==> src/rtl/tea_loader.sv <==
// Word-stream front end for a TEA core: loads V0,V1,K0..K3, starts the core and streams back the result pair.
// Optional build macro TEA_LOADER_KEY_REUSE_EN adds iKeepKey for two-word blocks that reuse the previous key.
module tea_loader #(
  parameter int unsigned WORD_SIZE = 32
) (
  input  logic                 clk,
  input  logic                 rst,
  input  logic [WORD_SIZE-1:0] iWord,
  input  logic                 iWordValid,
  output logic                 oWordReady,
  input  logic                 iMode,
`ifdef TEA_LOADER_KEY_REUSE_EN
  input  logic                 iKeepKey,
`endif
  output logic [WORD_SIZE-1:0] oV0,
  output logic [WORD_SIZE-1:0] oV1,
  output logic [WORD_SIZE-1:0] oK0,
  output logic [WORD_SIZE-1:0] oK1,
  output logic [WORD_SIZE-1:0] oK2,
  output logic [WORD_SIZE-1:0] oK3,
  output logic                 oStartCipher,
  output logic                 oStartDecipher,
  input  logic                 iDoneCipher,
  input  logic                 iDoneDecipher,
  input  logic [WORD_SIZE-1:0] iC0,
  input  logic [WORD_SIZE-1:0] iC1,
  input  logic [WORD_SIZE-1:0] iP0,
  input  logic [WORD_SIZE-1:0] iP1,
  output logic [WORD_SIZE-1:0] oResult,
  output logic                 oResultValid,
  input  logic                 iResultReady,
  output logic                 oBusy
);

  localparam int unsigned CNT_W = 3;

  typedef enum logic [2:0] {
    IDLE    = 3'd0,
    LOAD    = 3'd1,
    START   = 3'd2,
    WAIT    = 3'd3,
    UNLOAD0 = 3'd4,
    UNLOAD1 = 3'd5
  } state_t;

  state_t               state;
  state_t               stateNext;
  logic [CNT_W-1:0]     wordCnt;
  logic                 modeQ;
  logic [WORD_SIZE-1:0] r0;
  logic [WORD_SIZE-1:0] r1;
  logic                 wordXfer;
  logic                 lastWord;
  logic                 doneSel;

  assign wordXfer = iWordValid && oWordReady;
  // Only the done flag of the mode this block was loaded with counts.
  assign doneSel  = modeQ ? iDoneDecipher : iDoneCipher;

`ifdef TEA_LOADER_KEY_REUSE_EN
  logic keepKeyQ;
  assign lastWord = (wordCnt == CNT_W'(5)) || (keepKeyQ && (wordCnt == CNT_W'(1)));
`else
  assign lastWord = (wordCnt == CNT_W'(5));
`endif

  // State register
  always_ff @(posedge clk or negedge rst) begin
    if (!rst) state <= IDLE;
    else      state <= stateNext;
  end

  // Next-state logic
  always_comb begin
    stateNext = state;
    unique case (state)
      IDLE:    if (wordXfer)             stateNext = LOAD;
      LOAD:    if (wordXfer && lastWord) stateNext = START;
      START:                             stateNext = WAIT;
      WAIT:    if (doneSel)              stateNext = UNLOAD0;
      UNLOAD0: if (iResultReady)         stateNext = UNLOAD1;
      UNLOAD1: if (iResultReady)         stateNext = IDLE;
      default:                           stateNext = IDLE;
    endcase
  end

  // Outputs decoded from the registered state; ready is also held low during reset
  always_comb begin
    oWordReady     = 1'b0;
    oStartCipher   = 1'b0;
    oStartDecipher = 1'b0;
    oResultValid   = 1'b0;
    oResult        = '0;
    oBusy          = (state != IDLE);
    unique case (state)
      IDLE, LOAD: oWordReady = rst;
      START: begin
        oStartCipher   = !modeQ;
        oStartDecipher = modeQ;
      end
      UNLOAD0: begin
        oResultValid = 1'b1;
        oResult      = r0;
      end
      UNLOAD1: begin
        oResultValid = 1'b1;
        oResult      = r1;
      end
      default: ;
    endcase
  end

  // Operand loading, mode latch and result capture
  always_ff @(posedge clk or negedge rst) begin
    if (!rst) begin
      wordCnt <= '0;
      modeQ   <= 1'b0;
      oV0     <= '0;
      oV1     <= '0;
      oK0     <= '0;
      oK1     <= '0;
      oK2     <= '0;
      oK3     <= '0;
      r0      <= '0;
      r1      <= '0;
`ifdef TEA_LOADER_KEY_REUSE_EN
      keepKeyQ <= 1'b0;
`endif
    end else begin
      if (wordXfer) begin
        if (state == IDLE) begin
          oV0     <= iWord;
          modeQ   <= iMode;
          wordCnt <= CNT_W'(1);
`ifdef TEA_LOADER_KEY_REUSE_EN
          keepKeyQ <= iKeepKey;
`endif
        end else begin
          unique case (wordCnt)
            CNT_W'(1): oV1 <= iWord;
            CNT_W'(2): oK0 <= iWord;
            CNT_W'(3): oK1 <= iWord;
            CNT_W'(4): oK2 <= iWord;
            CNT_W'(5): oK3 <= iWord;
            default: ;
          endcase
          // Counter parks on the last word so it never passes 5
          if (!lastWord) wordCnt <= wordCnt + CNT_W'(1);
        end
      end
      if ((state == WAIT) && doneSel) begin
        r0 <= modeQ ? iP0 : iC0;
        r1 <= modeQ ? iP1 : iC1;
      end
      if ((state == UNLOAD1) && iResultReady) wordCnt <= '0;
    end
  end

endmodule
==> config.mk <==
export PLATFORM = sky130hd
export DESIGN_NAME = tea_loader
export DESIGN_NICKNAME = d
export VERILOG_FILES = /design/src/rtl/tea_loader.sv
export SDC_FILE = /design/constraint.sdc
export NUM_CORES = 1
export LEC_CHECK = 0
export ABC_AREA = 1
export CAP_MARGIN = 30
export CORE_MARGIN = 3
export CORE_UTILIZATION = 42
export CTS_BUF_LIST = sky130_fd_sc_hd__clkbuf_4 sky130_fd_sc_hd__clkbuf_8
export CTS_CLUSTER_DIAMETER = 80
export DETAILED_ROUTE_END_ITERATION = 10
export GPL_ROUTABILITY_DRIVEN = 0
export PLACE_DENSITY_LB_ADDON = 0.05
export SYNTH_ARGS = -nofsm -noshare
export SYNTH_HDL_FRONTEND = slang
export SYNTH_SLANG_ARGS = --single-unit
==> constraint.sdc <==
create_clock -name clk -period 1.7 [get_ports clk]
set_input_delay 0.17 -clock clk [delete_from_list [all_inputs] [get_ports clk]]
set_output_delay 0.17 -clock clk [all_outputs]
set_load 0.05 [all_outputs]
==> reports/metrics.cfg <==
[run_status]
outcome = complete, but fails checks
violations = setup timing

[floorplanning]
initial_core_util = 0.433
fp.dieArea_um2 = 27300
io_pins = 396
die_y_um = 165
placementRows = 57
die_x_um = 165
core_area_um2 = 24600

[placed_design]
pre_cts_slack_ns = 0.00916
port_buffers = 395
dp_hpwl_um = 23600
placed_area_um2 = 15200

[synthesis]
async_reset_ff_frac = 1.00
yosysTopAreaCellShare = 0.618
synth_cells = 1114
synth_area_per_cell_um2 = 9.55
yosysMostFrequentCell = nand2_1
synthTopCellsByCount = nand2_1, dfrtp_1, o21ai_0
yosys_most_used_dff = dfrtp_1
syn_area_um2 = 10600
yosys_warnings = 0
synth_cell_types = 27
syn_nets = 1286
yosysSeqAreaShare = 0.618
synth_edf_count = 0
synthTopCellsByArea = dfrtp_1, nand2_1, o21ai_0, a31oi_1, nor2_1
ys_seq_elements = 263
synth_top_cell_by_area = dfrtp_1

[worst_setup_path]
timing.rr.end = oK0[1]
crit_path_start = state[0]
critPathMaxFanout = 16
cp.arrival_ns = 1.86
slowest_delay_ns = 0.43
r2r-start = state[1]
critPathSlowestCell = dfrtp_2
ff2ff_path_depth = 10
r2r_slack_ns = -0.22
crit_path_cell_trace = buf_6 -> nor2_4 -> buf_8 -> a32o_1 -> buf_12
required_ns = 1.53
cp_num_buf_inv = 3
cp-start-kind = register
endpoint_kind = output pin
critPathKind = register to output pin
crit_family = buffers and inverters

[timing]
min_period_over_period = 1.20
fmax_mhz = 492
period_needed_ns = 2.03
slew_headroom = 0.416
fin_tns_setup_ns = -27.82
skew_ns = 0.0252
hold_slack_ns = 0.174
slew_viol_final = 0
setup_viol = 259
tightest_slew_ns = 0.876
timing.final.ws_setup_ns = -0.334
hold_violations = 0
rsz0062_at_grt = yes

[drt]
drt_wl_total_um = 45000
drc = 0
vias = 10700
viasPerCell = 5.46
firstDrtPassIters = 5
final_antenna_net_count = 0
drt_iter0_drc = 832
routedWlPerCell_um = 23.0

[cells_and_area]
fin_area_um2 = 18900
final.fill_count = 1710
syn_to_final_growth_pct = 77.8
multiInputGateArea_um2 = 4750
register_area_um2 = 6590
layout-drive-gt1-share = 0.365
final_nets = 1780

[clock_tree]
cts_buffers = 43
cts_buffer_depth = 3
insertion_delay_ns = 0.56
cts_root_buffer = clkbuf_8
path_clk_slew_ns = 0.06
cts_tree = done
h-tree-depth = 2
clock_sinks = 263

[pwr]
max-vdd-ir-drop_mv = 1.24
p_per_area_nw_per_um2 = 1910
total_leakage_power_nw = 9.08

[grt]
track_usage = 0.239
antenna_found_initial = 4
grt_start_max_net_pins = 167
overflow = 0
grt_pass1_wl_um = 51100
first_global_vias = 9302

[job]
drv_cap = 0

[worst_hold_path]
min_path_cells = 3
hold_class = input pin to register
holdPathEnd = r1[8]
hold_path.startpoint = iP1[8]

-- registers in the layout, indices dropped and copies added, names as in the netlist --
register,count
oK1,32
oK0,32
wordCnt,3
oV0,32
oK3,32
r1,32
oV1,32
oK2,32
state,3
modeQ,1
r0,32
-- worst min-delay path, delay by kind of cell --
family                 cells  cell delay [ns]
buffers and inverters      1             0.39
and+or+nand+nor            1             0.06
AOI/OAI and AO/OA          1             0.07
-- logic make-up after synthesis --
| group | after synthesis | share of synthesized area |
|---|---|---|
| buffers and inverters | 117 | 0.0495 |
| DFF | 263 | 0.618 |
| and+or+nand+nor | 433 | 0.165 |
| AOI/OAI and AO/OA | 296 | 0.162 |
| adders and majority gates | 5 | 0.00588 |
-- what timing repair did --
action                     4_1_cts  5_1_grt
pin swaps                        3        7
cloned                           1       62
hold endpoints to repair       263        0
setup endpoints to repair      129      224
gates resized for setup        136      447
setup buffers                   16       24
hold buffers                     1        0
-- through the flow --
stage,std cells,power (mW),utilization
2_1_floorplan,1114,20.9,-
3_3_place_gp,1789,27.3,0.619
3_5_place_dp,1789,27.5,0.619
4_1_cts,1876,33.0,0.661
5_1_grt,1960,37.8,0.769
6_report,1960,36.1,0.769
-- cell usage in the layout, fill, tap and decap left out, types with 3 or more instances in the layout --
| cell type | synthesis | final |
|---|---|---|
| nand4_1 | 4 | 4 |
| nand2_2 | 1 | 29 |
| nand2_4 | 0 | 60 |
| diode_2 | 0 | 3 |
| buf_12 | 0 | 60 |
| o21ai_1 | 15 | 54 |
| nor2_1 | 103 | 61 |
| buf_16 | 0 | 4 |
| ha_1 | 5 | 5 |
| o21ai_0 | 147 | 46 |
| a31oi_1 | 64 | 60 |
| clkbuf_8 | 0 | 51 |
| buf_4 | 8 | 122 |
| a32o_2 | 0 | 25 |
| a21oi_1 | 38 | 22 |
| clkbuf_16 | 0 | 41 |
| dfrtp_1 | 263 | 259 |
| clkdlybuf4s50_1 | 0 | 165 |
| a21oi_2 | 0 | 14 |
| dfrtp_2 | 0 | 4 |
| nor2_4 | 1 | 27 |
| clkbuf_4 | 0 | 16 |
| buf_6 | 3 | 28 |
| nand3_4 | 4 | 8 |
| inv_1 | 39 | 38 |
| o21ai_2 | 0 | 62 |
| buf_8 | 0 | 9 |
| dlygate4sd2_1 | 0 | 92 |
| nand2_1 | 308 | 219 |
| nor2_2 | 2 | 18 |
| a32o_1 | 32 | 7 |
| a31oi_2 | 0 | 3 |
-- worst max-delay path by stage --
stage | cells past startpoint | slack (ns) | end
floorplan | 7 | -0.02 | wordCnt[0]
detailed placement | 7 | 0.009 | oK0[26]
global route | 6 | -0.40 | oResult[26]
global placement | 7 | 0.07 | oK0[30]
finish | 5 | -0.33 | oResult[31]
CTS | 5 | -0.34 | oResult[8]
-- layer usage --
metal | routed length, um | track usage | vias up
met3 | 4380 | 0.0868 | 147
met1 | 16200 | 0.294 | 5211
met4 | 2290 | 0.0751 | 2
met5 | 20 | 0 | -
met2 | 22100 | 0.394 | 571
li1 | - | - | 4768
-- final cells by class --
type / instances / share of cell area
clock buffers: 67 / 0.0434
multi-input cells: 736 / 0.251
repair buffers: 523 / 0.326
clock inverters: 3 / 0.00112
well taps: 324 / 0.0214
flip-flops and latches: 263 / 0.348
inverters: 41 / 0.00826
diodes: 3 / 0.000397
-- power breakdown --
group / switching (mW) / total, mW / internal (mW) / leakage, nW
registers: 2.08 / 10.9 / 8.80 / 3.36
logic: 12.6 / 19.6 / 7.01 / 5.27
clock network: 2.56 / 5.61 / 3.05 / 0.449
total: 17.3 / 36.1 / 18.9 / 9.08
Note: power is estimated with default switching activity, not from simulation.
